`src/rtl/char_motion_ctrl_pkg.sv`:
```
// Shared game definitions: platform layout, physics constants and FSM encodings
// used by the character motion controller.
package char_motion_ctrl_pkg;

  localparam int PLATFORM_COUNT = 19;
  localparam int H_STEP         = 2;
  localparam int JUMP_V         = 12;
  localparam int MAX_FALL       = 8;
  localparam int FLOOR_LIMIT    = 767;

  localparam logic [1:0] ST_IDLE   = 2'd0;
  localparam logic [1:0] ST_CALC   = 2'd1;
  localparam logic [1:0] ST_SCAN   = 2'd2;
  localparam logic [1:0] ST_COMMIT = 2'd3;

  typedef struct packed {
    logic [10:0] x_start;
    logic [10:0] x_end;
    logic [10:0] y_top;
  } platform_t;

  // Level layout; index 0 is the floor, which stops short of the right edge so
  // a character walking off past x=900 falls out of the world and respawns.
  function automatic platform_t platform_at(input logic [4:0] idx);
    platform_t p;
    case (idx)
      5'd0:    p = '{11'd0,   11'd900,  11'd760};
      5'd1:    p = '{11'd200, 11'd650,  11'd595};
      5'd2:    p = '{11'd700, 11'd850,  11'd640};
      5'd3:    p = '{11'd50,  11'd180,  11'd680};
      5'd4:    p = '{11'd880, 11'd1000, 11'd600};
      5'd5:    p = '{11'd60,  11'd160,  11'd520};
      5'd6:    p = '{11'd450, 11'd560,  11'd470};
      5'd7:    p = '{11'd700, 11'd800,  11'd500};
      5'd8:    p = '{11'd900, 11'd1024, 11'd430};
      5'd9:    p = '{11'd20,  11'd120,  11'd380};
      5'd10:   p = '{11'd600, 11'd700,  11'd360};
      5'd11:   p = '{11'd780, 11'd900,  11'd320};
      5'd12:   p = '{11'd150, 11'd250,  11'd300};
      5'd13:   p = '{11'd420, 11'd520,  11'd250};
      5'd14:   p = '{11'd250, 11'd400,  11'd480};
      5'd15:   p = '{11'd650, 11'd760,  11'd200};
      5'd16:   p = '{11'd850, 11'd980,  11'd150};
      5'd17:   p = '{11'd100, 11'd200,  11'd120};
      5'd18:   p = '{11'd500, 11'd600,  11'd100};
      default: p = '{11'd0,   11'd0,    11'd0};
    endcase
    return p;
  endfunction

endpackage

```
`src/rtl/platform_hit_check.sv`:
```
// Combinational test of the candidate position against a single platform:
// one-way landing while falling, and foot support while standing.
module platform_hit_check
  import char_motion_ctrl_pkg::*;
#(
  parameter int CHAR_WIDTH = 25
) (
  input  platform_t   plat,
  input  logic [10:0] x_new,
  input  logic [11:0] feet_old,
  input  logic [11:0] feet_new,
  input  logic        air_mode,
  input  logic        falling,
  output logic        landing,
  output logic        support
);

  logic [11:0] x_right;
  logic [11:0] top;
  logic        overlap;

  assign x_right = {1'b0, x_new} + 12'(CHAR_WIDTH);
  assign top     = {1'b0, plat.y_top};
  assign overlap = (x_right > {1'b0, plat.x_start}) && (x_new < plat.x_end);

  // Feet must cross the top surface from above; rising never lands.
  assign landing = air_mode && falling && overlap && (feet_old <= top) && (feet_new >= top);
  assign support = !air_mode && overlap && (feet_new == top);

endmodule

```
`src/rtl/char_motion_ctrl.sv`:
```
// Per-frame character motion: computes a candidate move, scans the platform
// table one entry per cycle through a shared checker, then commits the result.
module char_motion_ctrl
  import char_motion_ctrl_pkg::*;
#(
  parameter int CHAR_WIDTH  = 25,
  parameter int CHAR_HEIGHT = 32,
  parameter int SPAWN_X     = 300,
  parameter int SPAWN_Y     = 563
) (
  input  logic        clk,
  input  logic        rst_n,
  input  logic        frame_tick,
  input  logic        btn_left,
  input  logic        btn_right,
  input  logic        btn_jump,
  output logic [10:0] xpos,
  output logic [10:0] ypos,
  output logic        on_ground,
  output logic        busy,
  output logic        update_done,
  output logic        overrun
);

  localparam logic [10:0] X_MAX    = 11'(1024 - CHAR_WIDTH);
  localparam logic [11:0] HEIGHT12 = 12'(CHAR_HEIGHT);

  logic [1:0]         state;
  logic [4:0]         scan_idx;
  logic signed [11:0] vy;
  logic [10:0]        x_cand;
  logic signed [11:0] y_cand;
  logic signed [11:0] vy_cand;
  logic               air_cand;
  logic               falling_cand;
  logic [11:0]        feet_old;
  logic               hit_found;
  logic               supported;
  logic [10:0]        hit_top;

  logic signed [12:0] x_step;
  logic [10:0]        x_calc;
  logic signed [11:0] vy_eff;
  logic signed [11:0] y_sum;
  logic signed [11:0] vy_inc;
  logic signed [11:0] y_calc;
  logic signed [11:0] vy_calc;
  logic               air_calc;
  logic [11:0]        feet_new;
  logic               landing;
  logic               support;
  platform_t          cur_plat;

  // Candidate move; a jump from the ground takes effect in the same frame.
  always_comb begin
    x_step = $signed({2'b00, xpos});
    if (btn_right && !btn_left)
      x_step = x_step + 13'(H_STEP);
    else if (btn_left && !btn_right)
      x_step = x_step - 13'(H_STEP);

    if (x_step < 0)
      x_calc = '0;
    else if (x_step > $signed({2'b00, X_MAX}))
      x_calc = X_MAX;
    else
      x_calc = x_step[10:0];

    air_calc = !on_ground || btn_jump;
    if (on_ground && btn_jump)
      vy_eff = 12'(-JUMP_V);
    else if (on_ground)
      vy_eff = '0;
    else
      vy_eff = vy;

    y_sum  = $signed({1'b0, ypos}) + vy_eff;
    vy_inc = vy_eff + 12'sd1;
    y_calc = y_sum;
    if (!air_calc)
      vy_calc = '0;
    else if (y_sum < 0) begin
      y_calc  = '0;
      vy_calc = '0;
    end else
      vy_calc = (vy_inc > 12'(MAX_FALL)) ? 12'(MAX_FALL) : vy_inc;
  end

  assign feet_new = $unsigned(y_cand) + HEIGHT12;
  assign cur_plat = platform_at(scan_idx);
  assign busy     = (state != ST_IDLE);

  platform_hit_check #(.CHAR_WIDTH(CHAR_WIDTH)) u_hit (
    .plat     (cur_plat),
    .x_new    (x_cand),
    .feet_old (feet_old),
    .feet_new (feet_new),
    .air_mode (air_cand),
    .falling  (falling_cand),
    .landing  (landing),
    .support  (support)
  );

  always_ff @(posedge clk or negedge rst_n) begin
    if (!rst_n) begin
      state        <= ST_IDLE;
      scan_idx     <= '0;
      vy           <= '0;
      xpos         <= 11'(SPAWN_X);
      ypos         <= 11'(SPAWN_Y);
      on_ground    <= 1'b0;
      update_done  <= 1'b0;
      overrun      <= 1'b0;
      x_cand       <= '0;
      y_cand       <= '0;
      vy_cand      <= '0;
      air_cand     <= 1'b0;
      falling_cand <= 1'b0;
      feet_old     <= '0;
      hit_found    <= 1'b0;
      supported    <= 1'b0;
      hit_top      <= '0;
    end else begin
      update_done <= 1'b0;
      overrun     <= frame_tick && (state != ST_IDLE);
      case (state)
        ST_IDLE: if (frame_tick) state <= ST_CALC;
        ST_CALC: begin
          x_cand       <= x_calc;
          y_cand       <= y_calc;
          vy_cand      <= vy_calc;
          air_cand     <= air_calc;
          falling_cand <= !vy_eff[11];
          feet_old     <= {1'b0, ypos} + HEIGHT12;
          scan_idx     <= '0;
          hit_found    <= 1'b0;
          supported    <= 1'b0;
          state        <= ST_SCAN;
        end
        ST_SCAN: begin
          // Strict compare keeps the lowest index on equal heights.
          if (landing && (!hit_found || cur_plat.y_top < hit_top)) begin
            hit_found <= 1'b1;
            hit_top   <= cur_plat.y_top;
          end
          if (support) supported <= 1'b1;
          if (scan_idx == 5'(PLATFORM_COUNT - 1))
            state <= ST_COMMIT;
          else
            scan_idx <= scan_idx + 5'd1;
        end
        ST_COMMIT: begin
          if (hit_found) begin
            xpos      <= x_cand;
            ypos      <= hit_top - 11'(CHAR_HEIGHT);
            vy        <= '0;
            on_ground <= 1'b1;
          end else if (feet_new > 12'(FLOOR_LIMIT)) begin
            xpos      <= 11'(SPAWN_X);
            ypos      <= 11'(SPAWN_Y);
            vy        <= '0;
            on_ground <= 1'b0;
          end else begin
            xpos      <= x_cand;
            ypos      <= y_cand[10:0];
            vy        <= vy_cand;
            on_ground <= !air_cand && supported;
          end
          update_done <= 1'b1;
          state       <= ST_IDLE;
        end
        default: state <= ST_IDLE;
      endcase
    end
  end

endmodule
```
`config.mk`:
```
export PLATFORM = sky130hd
export DESIGN_NAME = char_motion_ctrl
export DESIGN_NICKNAME = d
export VERILOG_FILES = /design/src/rtl/char_motion_ctrl_pkg.sv /design/src/rtl/platform_hit_check.sv /design/src/rtl/char_motion_ctrl.sv
export SDC_FILE = /design/constraint.sdc
export NUM_CORES = 1
export LEC_CHECK = 0
export ABC_AREA = 1
export ABC_CLOCK_PERIOD_IN_PS = 3000
export BUFFER_PORTS_ARGS = -buffer_cell sky130_fd_sc_hd__buf_2
export CAP_MARGIN = 20
export CORE_MARGIN = 1
export CORE_UTILIZATION = 45
export CTS_BUF_LIST = sky130_fd_sc_hd__clkbuf_8
export CTS_CLUSTER_DIAMETER = 100
export DETAILED_ROUTE_END_ITERATION = 12
export PLACE_DENSITY = 0.66
export SYNTH_ARGS = -nofsm -noshare
export SYNTH_HDL_FRONTEND = slang
export SYNTH_SLANG_ARGS = --single-unit
export TNS_END_PERCENT = 50
```
`constraint.sdc`:
```
create_clock -name clk -period 3 [get_ports clk]
set_input_delay 0.45 -clock clk [delete_from_list [all_inputs] [get_ports clk]]
set_output_delay 0.45 -clock clk [all_outputs]
set_load 0.01 [all_outputs]
```
# Word-level counts from Yosys, hierarchy flattened
# Memory sizes are Yosys's and may differ from the RTL's.
# Index checks and enable logic that the tools add are counted.
op_classes:
  addsub: 9
  magnitude_cmp: 10
  n_eq_ne: 10
  muxes: 29
  n_reduce_logical: 29
ops:
  columns: ["operator", "count"]
  rows:
  - ["$mux W12", 9]
  - ["$mux W11", 6]
  - ["$mux W13", 2]
  - ["$lt A11 B11 Y1", 2]
  - ["$gt A13 B11 Y1 const B", 1]
  - ["$logic_and A1 B1 Y1", 13]
  - ["$lt A13 B1 Y1 const B", 1]
  - ["$add A11 B2 Y12 const B", 1]
  - ["$add A11 B5 Y12 const B", 1]
  - ["$add A11 B6 Y12 const B", 1]
  - ["$add A12 B12 Y12", 1]
  - ["$add A12 B2 Y12 const B", 1]
  - ["$add A12 B6 Y12 const B", 1]
  - ["$eq A12 B11 Y1", 1]
  - ["$ge A12 B11 Y1", 1]
  - ["$gt A12 B10 Y1 const B", 1]
  - ["$gt A12 B11 Y1", 1]
  - ["$gt A12 B5 Y1 const B", 1]
  - ["$le A12 B11 Y1", 1]
  - ["$lt A12 B1 Y1 const B", 1]
  - ["$sub A11 B2 Y12 const B", 1]
  - ["$sub A11 B6 Y11 const B", 1]
  - ["$ne A2 B2 Y1 const B", 5]
  - ["$pmux W5 S2", 1]
  - ["other kinds (14)", 32]
word_totals:
  register_bits: 106
  rom_bits: 928
  inputBits: 6
  wordCells: 105
  mem_count: 1
mem_list:
  columns: ["name", "words", "word_bits", "rd", "rd_clocked_by_memory_dff", "wr", "line_no", "text"]
  rows:
  - ["(no name shown)", 32, 29, 1, 0, 0, "char_motion_ctrl_pkg.sv:26", "case (idx)"]

# Depth between registers and ports, before layout
# Gate-level depths: netlist of the first run.
depth:
  depth_word: 9
  ltp_mapped: 25

# Hierarchy
# From an unflattened synthesis of the first run, not the netlist that was laid out.
hier_totals:
  hier_cells: 1173
  hier_area_um2: 8205.4
by_module_without_submodules:
  columns: ["mod", "n_inst", "cells_per_inst", "area_per_inst_um2", "seq_area_each_um2"]
  rows:
  - ["char_motion_ctrl", 1, 942, 6814.0, 2638.8]
  - ["platform_hit_check", 1, 231, 1391.3, 0.0]

# Least setup slack after synthesis of the first run
# No wires, ideal clock.
synth_timing:
  kind: "register to register"
  from: "register scan_idx[0]"
  to: "register hit_top[0]"
  arrival_time_ps: 2907
  required_time_ps: 2887
  slack_ps: -21
  stages_incl_launch_ff: 21
  synth_period_minus_slack_ps: 3021
  cell_sequence: "dfrtp_1 > inv_1 > ha_1 > nand2_1 > o21ai_1 > inv_1 > a21oi_1 > inv_1 > ha_1 > a21oi_1 > o21a_1 > nand2_1 > nand2_1 > nand2_1 > nand2_1 > nand2_1 > nor2_1 > clkbuf_1 > nand4_1 > nand2_1 > inv_1"
synth_lines:
  columns: ["element", "line_no", "text"]
  rows:
  - ["from (decl)", "char_motion_ctrl.sv:29", "logic [4:0] scan_idx;"]
  - ["from (signal assigned)", "char_motion_ctrl.sv:150", "scan_idx <= scan_idx + 5'd1;"]
  - ["to (signal assigned)", "char_motion_ctrl.sv:144", "hit_top <= cur_plat.y_top;"]
  - ["to (decl)", "char_motion_ctrl.sv:39", "logic [10:0] hit_top;"]

==> flow_metrics.tcl, run 1 <==
set metrics [dict create \
    clkLatencyLatePin_ps 400 \
    die_area_sq_um 18700 \
    cp.required_ps 3310 \
    slew_headroom_pct 54.7 \
    initialDrtViolationCount 752 \
    arrival_ps 3180 \
    grtUsageTotal_pct 25.3 \
    min_to "overrun" \
    hold-worst-slack_ps 252 \
    wl_microns 22700 \
    cts.clk_slew.worst_paths_ps 110 \
    grt_pass1_wl_microns 36300 \
    numCtsBuffers 9 \
    hold_viol_final 0 \
    antenna_found_initial 0 \
    syn-num-nets 1250 \
    crit_chain "buf_4 -> ha_4 -> inv_2 -> o31ai_1 -> inv_1 -> a21oi_2 -> inv_2 -> ha_1 -> a21oi_2 -> o21a_1 -> nand2_1 -> nand2_1 -> nand2_1 -> nand2_1 -> nand2_2 -> nor2_4 -> buf_4 -> nand4_1 -> nand2_1 -> inv_1" \
    syn_area_per_cell_sq_um 7.02 \
    postRouteAntennaNets 0 \
    diodes 0 \
    critPathMostFrequentCell "nand2_1" \
    period_minus_slack_ps 2870 \
    synth_edf_count 0 \
    ys.flop_type "dfrtp_1" \
    setup.worst_path.start "scan_idx[1]" \
    worstSetupStartpointType "flip-flop" \
    rows 48 \
    cts.sinks 105 \
    pre_cts_slack_ps 75.6 \
    clk_path_buf_depth 2 \
    grt_max_degree 51 \
    initial_core_util_pct 46.7 \
    reg2regPathDepth 20 \
    port_buffers 31 \
    worst_pin_slew_ps 676 \
    synth-async-reset-ratio_pct 100 \
    vias_per_cell 5.45 \
    critPathMaxStageDelay_ps 380 \
    die_h_microns 137 \
    cp_slowest_cell "dfrtp_1" \
    fin_cells 1447 \
    seq_area_frac_synth_pct 32.3 \
    dpl.hpwl_microns 16800 \
    fin_skew_ps 11.0 \
    fin_crit_sh_pct 95.7 \
    ios 32 \
    wl_per_cell_microns 15.7 \
    timing.final.ws_setup_ps 129 \
    ys_types 47 \
    r2r_start "scan_idx[1]" \
    final_cell_mix "311 x nand2_1, 130 x inv_1, 95 x dfrtp_1" \
    r2r_slack_ps 130 \
    setup_viol 0 \
    core_sq_um 17500 \
    cts_tree "done" \
    root_buffer "clkbuf_8" \
    dr.pass1.iters 5 \
    min-delay-start "frame_tick" \
    worst-setup-path-type "reg -> reg" \
    final_common_cell "nand2_1" \
    fin_nets 1302 \
    vias 7880 \
    max_freq_mhz 348 \
    yosysWarnings 0 \
    grt_overflow_total 0 \
    endpoint_kind "flip-flop" \
    min_path_type "in -> reg" \
    r2r_end "hit_top[7]" \
    synth.ff_latch_count 105 \
    die_x_microns 137 \
    drive_gt1_share_pct 16.1 \
    status "completed" \
    holdPathStages 3 \
    dp_cells 1422 \
    synthCells 1165 \
    htreeDepth 3 \
    drc 0 \
    gp_congestion 0.969 \
    first_global_vias 7174 \
    cp_max_fo 5 \
    drv_slew 0 \
    syn_area_sq_um 8180 \
    area_growth_pct 13.2 \
    maxCapViolCount 0 \
]
==> worst max-delay path: cells and delay by family, from the launching register on <==
family | cells | cell delay (ps)
compound gates | 4 | 690
simple gates | 8 | 630
buf+inv | 6 | 600
fa+ha+maj | 2 | 470
flops | 1 | 380
==> timing repair <==
action / CTS / global route
hold buffers: 1 / 0
endpoints found under the setup margin: 0 / 18
hold endpoints to repair: 16 / 0
gates resized for setup: 0 / 72
buffers inserted: 0 / 6
==> worst max path at each step <==
stage	to	depth (start not counted)
after floorplan	hit_top[3]	20
after global placement	hit_top[1]	18
after detailed placement	hit_top[1]	19
after CTS	hit_top[1]	19
after global routing	hit_top[7]	22
final	hit_top[7]	20
==> kinds of logic (layout without fill, tap and decap cells) <==
| kind of cell | after synthesis | in the layout | synth area share [%] |
|---|---|---|---|
| and+or+nand+nor | 575 | 575 | 31.1 |
| AOI/OAI and AO/OA | 194 | 194 | 13.1 |
| buffers and inverters | 192 | 249 | 9.25 |
| DFF | 105 | 105 | 32.3 |
| adders and majority gates | 79 | 79 | 12.2 |
| xor gates and xnor gates | 20 | 20 | 2.14 |
==> per-layer routing <==
layer / up-vias / track usage [%] / routed length [microns]
met5: - / 0 / 0
met4: 0 / 6.04 / 339
met3: 29 / 4.19 / 1360
met2: 283 / 41.8 / 10600
met1: 3640 / 34.4 / 10300
li1: 3928 / - / -
==> per-stage QoR <==
step	utilization, %	setup TNS (ps)	instance area (sq um)
floorplan	-	0	8180
global placement	50.0	-13.4	8770
detailed placement	50.0	0	8770
CTS	51.3	0	8990
global route	52.8	-382	9260
finish	52.8	0	9260
==> cells in the mapped netlist (7+ instances only) <==
master,number,area (sq um)
nor2_1,89,334
clkbuf_1,20,75.1
nand2_4,7,78.8
dfstp_2,9,236
nor3_1,13,65.1
a31oi_1,11,68.8
nand3_1,89,445
a21oi_1,61,305
ha_1,78,976
xor2_1,15,131
nand4_1,26,163
inv_2,14,52.6
o22ai_1,7,43.8
nand2_2,7,43.8
buf_2,8,40.0
o21ai_0,68,340
nand2_1,319,1200
o21ai_1,18,90.1
inv_1,139,522
o211ai_1,8,60.1
dfrtp_1,96,2400
==> final cells by class <==
class | count | area (sq um)
sequential | 105 | 2640
tap | 225 | 282
clock buffer | 10 | 138
multi-input combinational | 868 | 4980
timing repair buffer | 78 | 562
inverter | 155 | 587
fill | 1731 | 8280
clock inverter | 6 | 72.6
==> sequential cells by signal, summed over array words and instances, names as in the netlist <==
| name | flops |
|---|---|
| feet_old | 12 |
| vy | 12 |
| vy_cand | 12 |
| y_cand | 12 |
| x_cand | 11 |
| xpos | 11 |
| ypos | 11 |
| hit_top | 10 |
| scan_idx | 5 |
| state | 2 |
| air_cand | 1 |
| falling_cand | 1 |
| hit_found | 1 |
| on_ground | 1 |
| overrun | 1 |
| supported | 1 |
| update_done | 1 |
Power of run 1 is left out: the tool's default activity adds up to more than one toggle a clock period on the data nets, which glitch-free logic cannot reach.
==> inputs of run 2 (changes only) <==
--- a/config.mk
+++ b/config.mk
@@ -17,5 +17,6 @@
 export PLACE_DENSITY = 0.66
 export SYNTH_ARGS = -nofsm -noshare
 export SYNTH_HDL_FRONTEND = slang
+export SYNTH_HIERARCHICAL = 1
 export SYNTH_SLANG_ARGS = --single-unit
 export TNS_END_PERCENT = 50
==> run 2 against run 1 <==
The flow now finishes with violations (setup timing). Global-route usage is 1.0 points higher. Non-clock buffer count increased by 31. Fmax down 5.4%. Area after synthesis up 0.29%. Critical path depth is 2 higher. Critical path type unchanged. Largest cell class unchanged.
==> flow_metrics.tcl, run 2 <==
set metrics [dict create \
    powerDensity_nw_per_um2 1250 \
    fillers 1684 \
    wl_microns 23900 \
    seqPwrFrac_pct 21.3 \
    fin_cells 1499 \
    diodes 0 \
    switching_share_pct 51.9 \
    initial_core_util_pct 45.8 \
    r2r_end "hit_top[6]" \
    drc 0 \
    grt_overflow_total 0 \
    multi_input_area_sq_um 5240 \
    peakVddDrop_mv 0.671 \
    power.total_mw 12.3 \
    synth.ff_latch_count 105 \
    core_sq_um 17900 \
    drv_slew 0 \
    cts.clk_slew.worst_paths_ps 110 \
    cts.sinks 105 \
    min_path_type "in -> async" \
    arrival_ps 3360 \
    area_growth_pct 20.4 \
    syn_area_sq_um 8210 \
    yosysWarnings 6 \
    synthCells 1173 \
    synth.largest_area_cell "dfrtp_1" \
    hold_buffers 0 \
    cp_max_fo 5 \
    maxCapViolCount 0 \
    p_clk_share_pct 7.8 \
    cts_tree "done" \
    pre_cts_slack_ps -238 \
    die_area_sq_um 18800 \
    die_h_microns 137 \
    dpl.hpwl_microns 17200 \
    violations "setup timing" \
    drive_gt1_share_pct 20.0 \
    antenna_found_initial 0 \
    final_common_cell "nand2_1" \
    die_x_microns 137 \
    grt_max_degree 58 \
    worstSetupStartpointType "flip-flop" \
    gp_congestion 0.982 \
    netlist_top_cells_area "dfrtp_1 29%, nand2_1 13%, ha_1 13%, inv_1 7.8%, nand3_1 5.3%" \
    switchingPower_mw 6.41 \
    fin_skew_ps 18.4 \
    root_buffer "clkbuf_8" \
    htreeDepth 3 \
    numCtsBuffers 9 \
    slew_headroom_pct 48.1 \
    setup_viol 9 \
    initialDrtViolationCount 622 \
    placed_area_sq_um 9040 \
    port_buffers 31 \
    wl_per_cell_microns 15.9 \
    cp.required_ps 3320 \
    syn_area_per_cell_sq_um 7.00 \
    dr.pass1.iters 6 \
    timing.final.ws_setup_ps -33.6 \
    seq_area_frac_synth_pct 32.2 \
    p_leak_nw 5.02 \
    yosys-top-cells-count "294 x nand2_1, 170 x inv_1, 107 x nor2_1" \
    synth-async-reset-ratio_pct 100 \
    clk_path_buf_depth 2 \
    r2r_start "scan_idx[1]" \
    worst-setup-path-type "reg -> reg" \
    vias_per_cell 5.45 \
    grt_pass1_wl_microns 38100 \
    comb_power_share_pct 70.9 \
    regArea_sq_um 2640 \
    reg2regPathDepth 22 \
    max_freq_mhz 330 \
    ios 32 \
    fin_crit_sh_pct 101 \
    synth.most_common_cell "nand2_1" \
    final_cell_mix "280 x nand2_1, 155 x inv_1, 93 x dfrtp_1" \
    first_global_vias 7613 \
    hold_viol_final 0 \
    r2r_slack_ps -30 \
    dp_cells 1468 \
    rows 49 \
    finish.instance_area_sq_um 9880 \
    vias 8169 \
    postRouteAntennaNets 0 \
    ys.flop_type "dfrtp_1" \
    p_int_mw 5.94 \
    grtUsageTotal_pct 26.3 \
    synth_edf_count 0 \
    status "finished with violations" \
    rsz0062_at_grt "yes" \
    ys_types 52 \
    worst_pin_slew_ps 776 \
    endpoint_kind "flip-flop" \
    period_minus_slack_ps 3030 \
    fin_nets 1354 \
    clkLatencyLatePin_ps 410 \
    synth_top_area_share_pct 29.3 \
]
run 2: changes by cell type in the layout (fill, tap and decap cells not counted), moves of 9 or more:
cell	before	now
buf_4	41	65
nand2_1	311	280
o21ai_1	24	15
nand4_1	26	17
o21ai_0	60	72
ha_4	5	14
inv_1	130	155
run 2: cell type report:
type                       instances  share of cell area (%)
sequential                       105                    26.7
multi-input combinational        861                    53.0
clock inverter                     6                   0.671
inverter                         179                    7.00
tap                              229                    2.90
clock buffer                      10                    1.39
timing repair buffer             109                    8.26
run 2: per-stage QoR:
step / hold slack, ps / util (%) / TNS, ps
after floorplan: 154 / - / 0
after global placement: 463 / 50.5 / -1730
after detailed placement: 469 / 50.5 / -2470
after CTS: 99.1 / 52.9 / -79.8
after global routing: 123 / 55.2 / -2430
final: 86.3 / 55.2 / -156
run 2: repair_timing:
item                                    4_1_cts  5_1_grt
pin swaps                                    14       37
hold endpoints to repair                      0        0
resized for setup                            48       92
setup buffers                                 6        6
cloned                                        2        1
endpoints found under the setup margin       12       19
run 2: routing by layer:
metal  up-vias  part of all wire, %  global-route usage [%]  wire length, microns
met5         -                    0                       0                     0
met4         0                  2.9                    10.1                   689
met3        59                  5.0                    4.19                  1180
met2       251                   47                    43.1                 11200
met1      3855                   45                    34.7                 10800
li1       4004                    -                       -                     -
run 2: power groups by stage:
stage,clock (mW),combinational (mW),sequential (mW)
after detailed placement,0,7.32,2.61
after CTS,0.987,7.75,2.60
after global placement,0,7.22,2.60
final,0.963,8.75,2.63
after global routing,1.04,9.84,2.70
after floorplan,0,5.03,2.48
run 2: how the worst max path moves through the flow:
stage / from / to / slack [ps] / depth (start not counted)
after detailed placement: scan_idx[0] / hit_top[9] / -240 / 22
after global routing: scan_idx[1] / hit_top[3] / -230 / 21
after CTS: scan_idx[1] / hit_top[3] / -20 / 22
after global placement: scan_idx[0] / hit_top[2] / -170 / 22
after floorplan: scan_idx[1] / hit_top[7] / 30 / 21
final: scan_idx[1] / hit_top[6] / -30 / 22
run 2: logic make-up (layout without fill, tap and decap cells):
group	after synthesis	in the layout	share of synthesized area, %
buffers and inverters	210	304	9.87
XOR/XNOR	24	24	2.56
AO/OA/AOI/OAI	205	205	14.2
other	1	4	0.0457
flip-flops	105	105	32.2
adder cells (fa/ha/maj)	83	83	12.7
AND/OR/NAND/NOR	545	545	28.4
run 2: critical path: stages, from the launching register on:
cell and delay [ps]:
dfrtp_2 440, inv_2 80, ha_4 280, inv_4 40
nor2_4 120, inv_4 70, buf_6 120, a21oi_4 140
nand2_1 80, o311ai_2 80, inv_1 120, ha_4 230
nand2_2 60, nor2_1 30, and2_1 140, nand2_1 70
nand3_2 80, nor2_2 120, nand2_2 90, nor2_4 130
nand3_4 100, buf_2 190, a21oi_1 140
Power figures use the tool's default switching activity.
==> inputs of run 3 (changes only) <==
--- a/config.mk
+++ b/config.mk
@@ -5,7 +5,6 @@
 export SDC_FILE = /design/constraint.sdc
 export NUM_CORES = 1
 export LEC_CHECK = 0
-export ABC_AREA = 1
 export ABC_CLOCK_PERIOD_IN_PS = 3000
 export BUFFER_PORTS_ARGS = -buffer_cell sky130_fd_sc_hd__buf_2
 export CAP_MARGIN = 20
==> run 3 against run 2 <==
The flow still finishes with violations (setup timing). Flip-flop and latch count unchanged. Sequential share of layout area down 0.76 points. Utilization up 2.9 points. Critical endpoint is now hit_top[3].
==> flow_metrics.tcl, run 3 <==
set metrics [dict create \
    grt_max_degree 77 \
    postRouteAntennaNets 0 \
    fin_crit_sh_pct 122 \
    seq_area_frac_synth_pct 32.3 \
    ios 32 \
    synth.most_common_cell "dfrtp_1" \
    min_path_type "in -> reg" \
    initialDrtViolationCount 379 \
    ys_types 84 \
    endpoint_kind "flip-flop" \
    diodes 0 \
    dpl.hpwl_microns 17000 \
    wl_per_cell_microns 17.2 \
    max_freq_mhz 274 \
    netlist_top_cells_area "dfrtp_1 29%, ha_1 13%, o21ai_0 4.1%, inv_1 3.9%, a21oi_1 3.4%" \
    rsz0062_at_grt "yes" \
    drive_gt1_share_pct 27.9 \
    fillers 1561 \
    switchingPower_mw 5.52 \
    root_buffer "clkbuf_8" \
    worst-setup-path-type "reg -> reg" \
    p_clk_share_pct 7.7 \
    port_buffers 31 \
    numCtsBuffers 9 \
    hold_viol_final 0 \
    die_area_sq_um 18700 \
    syn_area_sq_um 8170 \
    clkLatencyLatePin_ps 410 \
    synth_edf_count 0 \
    worst_pin_slew_ps 606 \
    powerDensity_nw_per_um2 1170 \
    comb_power_share_pct 69.5 \
    final_common_cell "buf_4" \
    synth_top_area_share_pct 29.4 \
    yosysWarnings 6 \
    initial_core_util_pct 46.6 \
    arrival_ps 3940 \
    yosys-top-cells-count "96 x dfrtp_1, 85 x inv_1, 82 x ha_1" \
    status "finished with violations" \
    die_x_microns 137 \
    die_h_microns 137 \
    tns_ps -6290 \
    first_global_vias 7187 \
    fin_skew_ps 19.6 \
    maxCapViolCount 0 \
    antenna_found_initial 0 \
    grt_overflow_total 0 \
    core_sq_um 17500 \
    peakVddDrop_mv 0.579 \
    final_cell_mix "135 x buf_4, 91 x dfrtp_1, 79 x inv_1" \
    cp.required_ps 3290 \
    utilization_pct 58.0 \
    grtUsageTotal_pct 25.1 \
    crit_chain "buf_6 -> nand2_1 -> o21a_1 -> o211ai_1 -> inv_1 -> ha_1 -> nand3_1 -> or4_1 -> a22oi_2 -> and4_4 -> nand2_4 -> a21oi_4 -> clkbuf_16 -> mux2_4" \
    slew_headroom_pct 59.6 \
    worstSetupStartpointType "flip-flop" \
    grt_pass1_wl_microns 36500 \
    switching_share_pct 46.5 \
    p_leak_nw 4.59 \
    multi_input_area_sq_um 5330 \
    area_growth_pct 24.5 \
    drc 0 \
    synth.ff_latch_count 105 \
    timing.final.ws_setup_ps -647 \
    syn_area_per_cell_sq_um 8.72 \
    regArea_sq_um 2650 \
    fin_nets 1170 \
    drv_slew 0 \
    synthCells 937 \
    wl_microns 22500 \
    cts.clk_slew.worst_paths_ps 120 \
    clk_path_buf_depth 2 \
    cts_tree "done" \
    dr.pass1.iters 5 \
    ys.flop_type "dfrtp_1" \
    htreeDepth 3 \
    synth-async-reset-ratio_pct 100 \
    violations "setup timing" \
    cts.sinks 105 \
    cp_max_fo 10 \
    rows 48 \
    p_int_mw 6.36 \
    vias 7473 \
    gp_congestion 0.927 \
    cp_slowest_cell "or4_1" \
    synth.largest_area_cell "dfrtp_1" \
    setup_viol 11 \
    vias_per_cell 5.70 \
    period_minus_slack_ps 3650 \
    seqPwrFrac_pct 22.7 \
    critPathMaxStageDelay_ps 520 \
]
-- run 3: through the flow --
step,setup WS [ps],instances,power (mW),instance area (sq um),hold slack (ps)
4_1_cts,-557,1305,11.6,9970,351
5_1_grt,-763,1311,13.0,10200,352
3_3_place_gp,-616,1287,10.4,9690,416
3_5_place_dp,-664,1287,10.5,9690,414
6_report,-647,1311,11.9,10200,373
2_1_floorplan,-517,940,7.62,8380,154
-- run 3: repair_timing --
| action | in CTS | in global routing |
|---|---|---|
| setup buffers | 1 | 5 |
| hold buffers | 1 | 0 |
| hold endpoints to repair | 28 | 0 |
| gates resized for setup | 17 | 41 |
| pin swaps | 1 | 18 |
| gates cloned | 0 | 1 |
| setup endpoints to repair | 16 | 28 |
-- run 3: area by class of cell --
type                            count  area share (%)
Clock inverter                      6           0.578
Sequential cell                   105            26.0
Timing Repair Buffer              177            13.6
Inverter                           87            3.36
Tap cell                          225            2.77
Clock buffer                       10            1.35
Multi-Input combinational cell    701            52.4
-- run 3: final timing paths --
check                            startpoint          end  slack, ps  cells past startpoint
min in group asynchronous             rst_n  feet_old[3]        510                      2
worst min-delay path             frame_tick      overrun        370                      2
max in group asynchronous             rst_n      xpos[8]       1700                      3
worst max register to register  scan_idx[1]   hit_top[3]       -650                     14
worst max-delay path            scan_idx[1]   hit_top[3]       -650                     14
worst min register to register   vy_cand[7]   vy_cand[7]        500                      1
-- run 3: critical path: cells and delay by family, from the launching register on --
kind | cells | cell delay, ps
adders and majority gates | 1 | 330
muxes | 1 | 290
AOI/OAI and AO/OA | 4 | 920
and+or+nand+nor | 5 | 1040
buffers and inverters | 3 | 480
DFF | 1 | 480
-- run 3: power groups by stage --
stage                     registers [mW]  logic, mW  clock network [mW]
after floorplan                     2.61       5.02                   0
after global placement              2.69       7.67                   0
after detailed placement            2.70       7.80                   0
after CTS                           2.68       7.94               0.939
after global routing                2.79       9.17               0.991
final                               2.70       8.26               0.915
-- run 3: cells by family (layout without fill, tap and decap cells) --
| family | count (synthesis) | after routing | synth area share (%) |
|---|---|---|---|
| other cells | 1 | 4 | 0.0459 |
| fa+ha+maj | 83 | 83 | 12.8 |
| buf+inv | 134 | 280 | 6.54 |
| xor+xnor | 45 | 45 | 4.82 |
| mux | 35 | 35 | 4.56 |
| flops | 105 | 105 | 32.3 |
| simple gates | 261 | 261 | 16.5 |
| compound gates | 273 | 273 | 22.5 |
-- run 3: metal layers --
metal / global-route usage, % / vias to the layer above / wire length [microns]
met3: 4.33 / 38 / 955
met5: 0 / - / 0
met1: 34.5 / 3568 / 10600
met2: 40.4 / 183 / 10400
li1: - / 3684 / -
met4: 7.45 / 0 / 451
